$ cat src/rtl/snoop_instr_sequencer.sv
// Instruction FIFO and step sequencer for the snooping coherence datapath.
// Holds each instruction stable for four enabled cycles (step 0..3) and chains queued work without bubbles.
module snoop_instr_sequencer #(
    parameter int DEPTH = 8,
    parameter int AW    = 3
) (
    input  logic          clock,
    input  logic          resetn,
    input  logic          push,
    input  logic [8:0]    push_instr,
    input  logic          run,
    input  logic          advance,
    output logic [8:0]    instruction,
    output logic [1:0]    step,
    output logic          valid,
    output logic [AW:0]   count,
    output logic          empty,
    output logic          full,
    output logic          reject,
    output logic          overflow,
    output logic          done,
    output logic [7:0]    issued
);

    typedef enum logic {IDLE, EXEC} state_t;

    localparam logic [AW:0] DEPTH_C = (AW + 1)'(DEPTH);

    logic [8:0]    mem_q [DEPTH];
    state_t        state_q,    state_d;
    logic [AW-1:0] wr_ptr_q,   wr_ptr_d;
    logic [AW-1:0] rd_ptr_q,   rd_ptr_d;
    logic [AW:0]   count_q,    count_d;
    logic [8:0]    instr_q,    instr_d;
    logic [1:0]    step_q,     step_d;
    logic          valid_q,    valid_d;
    logic          reject_q,   reject_d;
    logic          overflow_q, overflow_d;
    logic          done_q,     done_d;
    logic [7:0]    issued_q,   issued_d;

    logic en;
    logic pop;
    logic proc_bad;
    logic push_ok;

    assign empty = (count_q == '0);
    assign full  = (count_q == DEPTH_C);

    always_comb begin
        en       = run | advance;
        // Emptiness is judged on the registered count, so a same-cycle push to an empty FIFO is never popped.
        pop      = en && !empty && ((state_q == IDLE) || (step_q == 2'd3));
        proc_bad = (push_instr[7:6] == 2'b11);
        push_ok  = push && !proc_bad && (!full || pop);

        state_d    = state_q;
        wr_ptr_d   = wr_ptr_q;
        rd_ptr_d   = rd_ptr_q;
        count_d    = count_q;
        instr_d    = instr_q;
        step_d     = step_q;
        valid_d    = valid_q;
        reject_d   = 1'b0;
        overflow_d = overflow_q;
        done_d     = 1'b0;
        issued_d   = issued_q;

        if (pop) begin
            instr_d  = mem_q[rd_ptr_q];
            step_d   = 2'd0;
            valid_d  = 1'b1;
            issued_d = issued_q + 8'd1;
            rd_ptr_d = rd_ptr_q + AW'(1);
            state_d  = EXEC;
        end else if (en && state_q == EXEC) begin
            if (step_q != 2'd3) begin
                step_d = step_q + 2'd1;
            end else begin
                step_d  = 2'd0;
                valid_d = 1'b0;
                done_d  = 1'b1;
                state_d = IDLE;
            end
        end

        if (push && !push_ok) begin
            reject_d = 1'b1;
            if (!proc_bad) begin
                overflow_d = 1'b1;
            end
        end

        if (push_ok) begin
            wr_ptr_d = wr_ptr_q + AW'(1);
        end

        case ({push_ok, pop})
            2'b10:   count_d = count_q + (AW + 1)'(1);
            2'b01:   count_d = count_q - (AW + 1)'(1);
            default: count_d = count_q;
        endcase
    end

    // Storage carries no reset; the pointers and count define which entries are live.
    always_ff @(posedge clock) begin
        if (resetn && push_ok) begin
            mem_q[wr_ptr_q] <= push_instr;
        end
    end

    always_ff @(posedge clock) begin
        if (!resetn) begin
            state_q    <= IDLE;
            wr_ptr_q   <= '0;
            rd_ptr_q   <= '0;
            count_q    <= '0;
            instr_q    <= '0;
            step_q     <= '0;
            valid_q    <= 1'b0;
            reject_q   <= 1'b0;
            overflow_q <= 1'b0;
            done_q     <= 1'b0;
            issued_q   <= '0;
        end else begin
            state_q    <= state_d;
            wr_ptr_q   <= wr_ptr_d;
            rd_ptr_q   <= rd_ptr_d;
            count_q    <= count_d;
            instr_q    <= instr_d;
            step_q     <= step_d;
            valid_q    <= valid_d;
            reject_q   <= reject_d;
            overflow_q <= overflow_d;
            done_q     <= done_d;
            issued_q   <= issued_d;
        end
    end

    assign instruction = instr_q;
    assign step        = step_q;
    assign valid       = valid_q;
    assign count       = count_q;
    assign reject      = reject_q;
    assign overflow    = overflow_q;
    assign done        = done_q;
    assign issued      = issued_q;

endmodule

$ cat config.mk
export PLATFORM = sky130hd
export DESIGN_NAME = snoop_instr_sequencer
export DESIGN_NICKNAME = d
export VERILOG_FILES = /design/src/rtl/snoop_instr_sequencer.sv
export SDC_FILE = /design/constraint.sdc
export NUM_CORES = 1
export LEC_CHECK = 0
export ABC_AREA = 1
export CAP_MARGIN = 20
export CELL_PAD_IN_SITES_DETAIL_PLACEMENT = 1
export CELL_PAD_IN_SITES_GLOBAL_PLACEMENT = 1
export CORE_ASPECT_RATIO = 1.1
export CORE_MARGIN = 4
export CORE_UTILIZATION = 40
export CTS_CLUSTER_SIZE = 24
export DETAILED_ROUTE_END_ITERATION = 16
export PLACE_DENSITY_LB_ADDON = 0.05
export SETUP_SLACK_MARGIN = 0.1
export SLEW_MARGIN = 20
export SYNTH_ARGS = -nofsm -noshare
export SYNTH_HDL_FRONTEND = slang
export SYNTH_SLANG_ARGS = --single-unit
$ cat constraint.sdc
create_clock -name clock -period 3.9 [get_ports clock]
set_clock_uncertainty 0.15 [all_clocks]
set_input_delay 0.78 -clock clock [delete_from_list [all_inputs] [get_ports clock]]
set_output_delay 0.78 -clock clock [all_outputs]
set_load 0.05 [all_outputs]
==> impl_metrics.ini <==
[clocking]
cts_resized = 0
cts_hold_buf = 0
clock_sinks = 105
cts_max_path_buffers = 2
cts_root_buf = clkbuf_16
cts_made_buffers = 9
cts_tree = done
cts_setup_buffers = 0
path_clk_slew_ns = 0.07
htree_num_levels = 3
clkLatencyLatePin_ns = 0.34

[outcome]
status = finished clean

[finish]
instances_no_fill = 597
n_antenna_cell = 0
drive_above_1_share_pct = 9.471
area_growth_pct = 20.09
fin_nets = 470

[sta]
timing.final.ws_setup_ns = 1.005
period_share_pct = 74.24
worstMarginPinSlew_ns = 0.6390
slew_headroom_pct = 57.34
finalSetupTns_ns = 0
slew_viol_final = 0
finalHoldViolCount = 0
rsz0062_at_grt = no
setup_viol_count_final = 0
period_minus_slack_ns = 2.895
fmax_ghz = 0.3454

[route]
vias = 3060
drtIter0Drc = 94
first_pass_iters = 4
routed_wl_um = 10230
postRouteAntennaNets = 0
via_per_inst = 5.126
route.detailed.drc = 0
routedWlPerCell_um = 17.13

[die]
die_x_um = 107.0
initial_core_util_pct = 41.28
die_y_um = 116.9
core-area_mm2 = 0.01044
rows = 39
dieArea_mm2 = 0.01250
ioPinCount = 43

[yosys]
synth.distinct_cells = 31
synth_top_area_share_pct = 50.16
yosysMostFrequentCell = nor2_1
postSynthCellCount = 399
seq_area_frac_synth_pct = 65.49
synth-async-reset-ratio_pct = 0
netlist_top_cells_area = edfxtp_1, dfxtp_1, nor2_1
ys_ff_latch = 105
synth_area_leader_cell = edfxtp_1
syn_area_per_cell_um2 = 10.80
ys.flop_type = edfxtp_1
synth_warnings = 0
synth_area_mm2 = 0.004310
synth_edf_count = 72
synthesis.nets = 420
synthTopCellsByCount = nor2_1, edfxtp_1, o21ai_0

[global_route]
grt_pass1_vias = 3110
grt_max_degree = 39
grt_overflow_total = 0
grt_pass1_wl_um = 16500
antenna_found_initial = 0
track_usage_pct = 17.49

[run]
timing.max_cap.violations = 0

[hold_path]
hp-start = instruction[3]
holdPathEnd = instruction[3]
hold_path_depth = 2
min_path_type = reg -> reg

[place]
gp_congestion = 0.8124
place_ws_ns = 0.6787
dp_hpwl_um = 7131
io_buffers = 42
dp.cells = 581

[power_and_ir_drop]
power_mw = 3.605
power.leakage_nw = 1.835
internal_power_mw = 2.156
p_per_area_mw_per_mm2 = 696.5
p_seq_share_pct = 39.6
switching_power_mw = 1.450
swShare_pct = 40.21
clockPowerShare_pct = 23.0
peakVddDrop_uv = 271.3
combinationalPowerShare_pct = 37.5

[critical_path]
critPathRequiredTime_ns = 2.97
regToRegSetupSlack_ns = 1.37
arrival_ns = 1.97
crit_type = reg -> out
crit_fanout = 5
crit_path_end_kind = output port
r2r_end = count[3]
worst_setup_path_start_kind = register
r2r-start = step[0]
r2r_cells = 14
[kinds of logic (layout without fill, tap and decap cells)]
| family | after synthesis | count (layout) | synth area share, % |
|---|---|---|---|
| buffers and inverters | 44 | 99 | 5.022 |
| XOR/XNOR | 1 | 1 | 0.2032 |
| adder cells (fa/ha/maj) | 7 | 7 | 2.206 |
| AO/OA/AOI/OAI | 91 | 91 | 11.76 |
| AND/OR/NAND/NOR | 151 | 151 | 15.33 |
| flip-flops | 105 | 105 | 65.49 |
[stage by stage]
step	utilization [%]	hold WS, ns	instance area [µm²]
after floorplan	-	0.3419	4310
after global placement	46.96	0.2931	4903
after detailed placement	46.96	0.2984	4903
after CTS	49.57	0.3090	5176
after global routing	49.57	0.3413	5176
final	49.57	0.3059	5176
[how the worst max path moves through the flow]
| stage | slack, ns | from | cells past startpoint | end |
|---|---|---|---|---|
| after detailed placement | 0.68 | push_instr[7] | 12 | count[3] |
| after global routing | 0.91 | push_instr[7] | 12 | count[3] |
| final | 1.00 | count[0] | 4 | full |
| after CTS | 0.98 | count[0] | 4 | full |
| after floorplan | 1.16 | step[0] | 9 | mem_q[0][0] |
| after global placement | 0.78 | push_instr[7] | 12 | count[3] |
[critical path, stage by stage, from the launching register on]
cell and delay (ns):
dfxtp_1 0.37, nor2_2 0.16, nand2_1 0.06, nor2_1 0.19, clkdlybuf4s50_1 0.85
[power by group through the flow]
| stage | Combinational (mW) | Clock (mW) | Sequential [mW] |
|---|---|---|---|
| 5_1_grt | 1.49 | 0.901 | 1.45 |
| 3_5_place_dp | 1.36 | 0 | 1.45 |
| 2_1_floorplan | 0.725 | 0 | 1.69 |
| 6_report | 1.35 | 0.828 | 1.43 |
| 3_3_place_gp | 1.34 | 0 | 1.45 |
| 4_1_cts | 1.37 | 0.851 | 1.43 |
[metal layers]
layer	vias up	track usage [%]	routed length [µm]
li1	1488	-	-
met1	1526	23.40	4860
met2	36	28.63	4983
met3	10	3.182	246
met4	0	6.650	138
met5	-	0	0
[final cells by class]
class	instances	area [µm²]
Clock buffer	10	229.0
Inverter	26	97.59
Sequential cell	105	2823
Timing Repair Buffer	57	533.0
Fill cell	1176	5266
Tap cell	143	178.9
Multi-Input combinational cell	250	1271
Clock inverter	6	43.79
[registers in the layout, summed over array words and instances (netlist names)]
register / cells
valid: 1
wr_ptr_q: 3
done: 1
rd_ptr_q: 3
mem_q: 72
overflow: 1
issued: 8
instruction: 9
step: 2
reject: 1
count: 4
[placed cells by master, fill, tap and decap left out, types with 10 or more instances in the layout]
cell,count
dfxtp_1,33
buf_4,15
o21ai_0,49
nand3_1,21
o211ai_1,18
clkdlybuf4s50_1,42
nor2_1,74
o21ai_1,10
a21oi_1,12
nand2_1,35
edfxtp_1,72
inv_1,22
nor3_1,10
(Power assumes the default switching activity.)
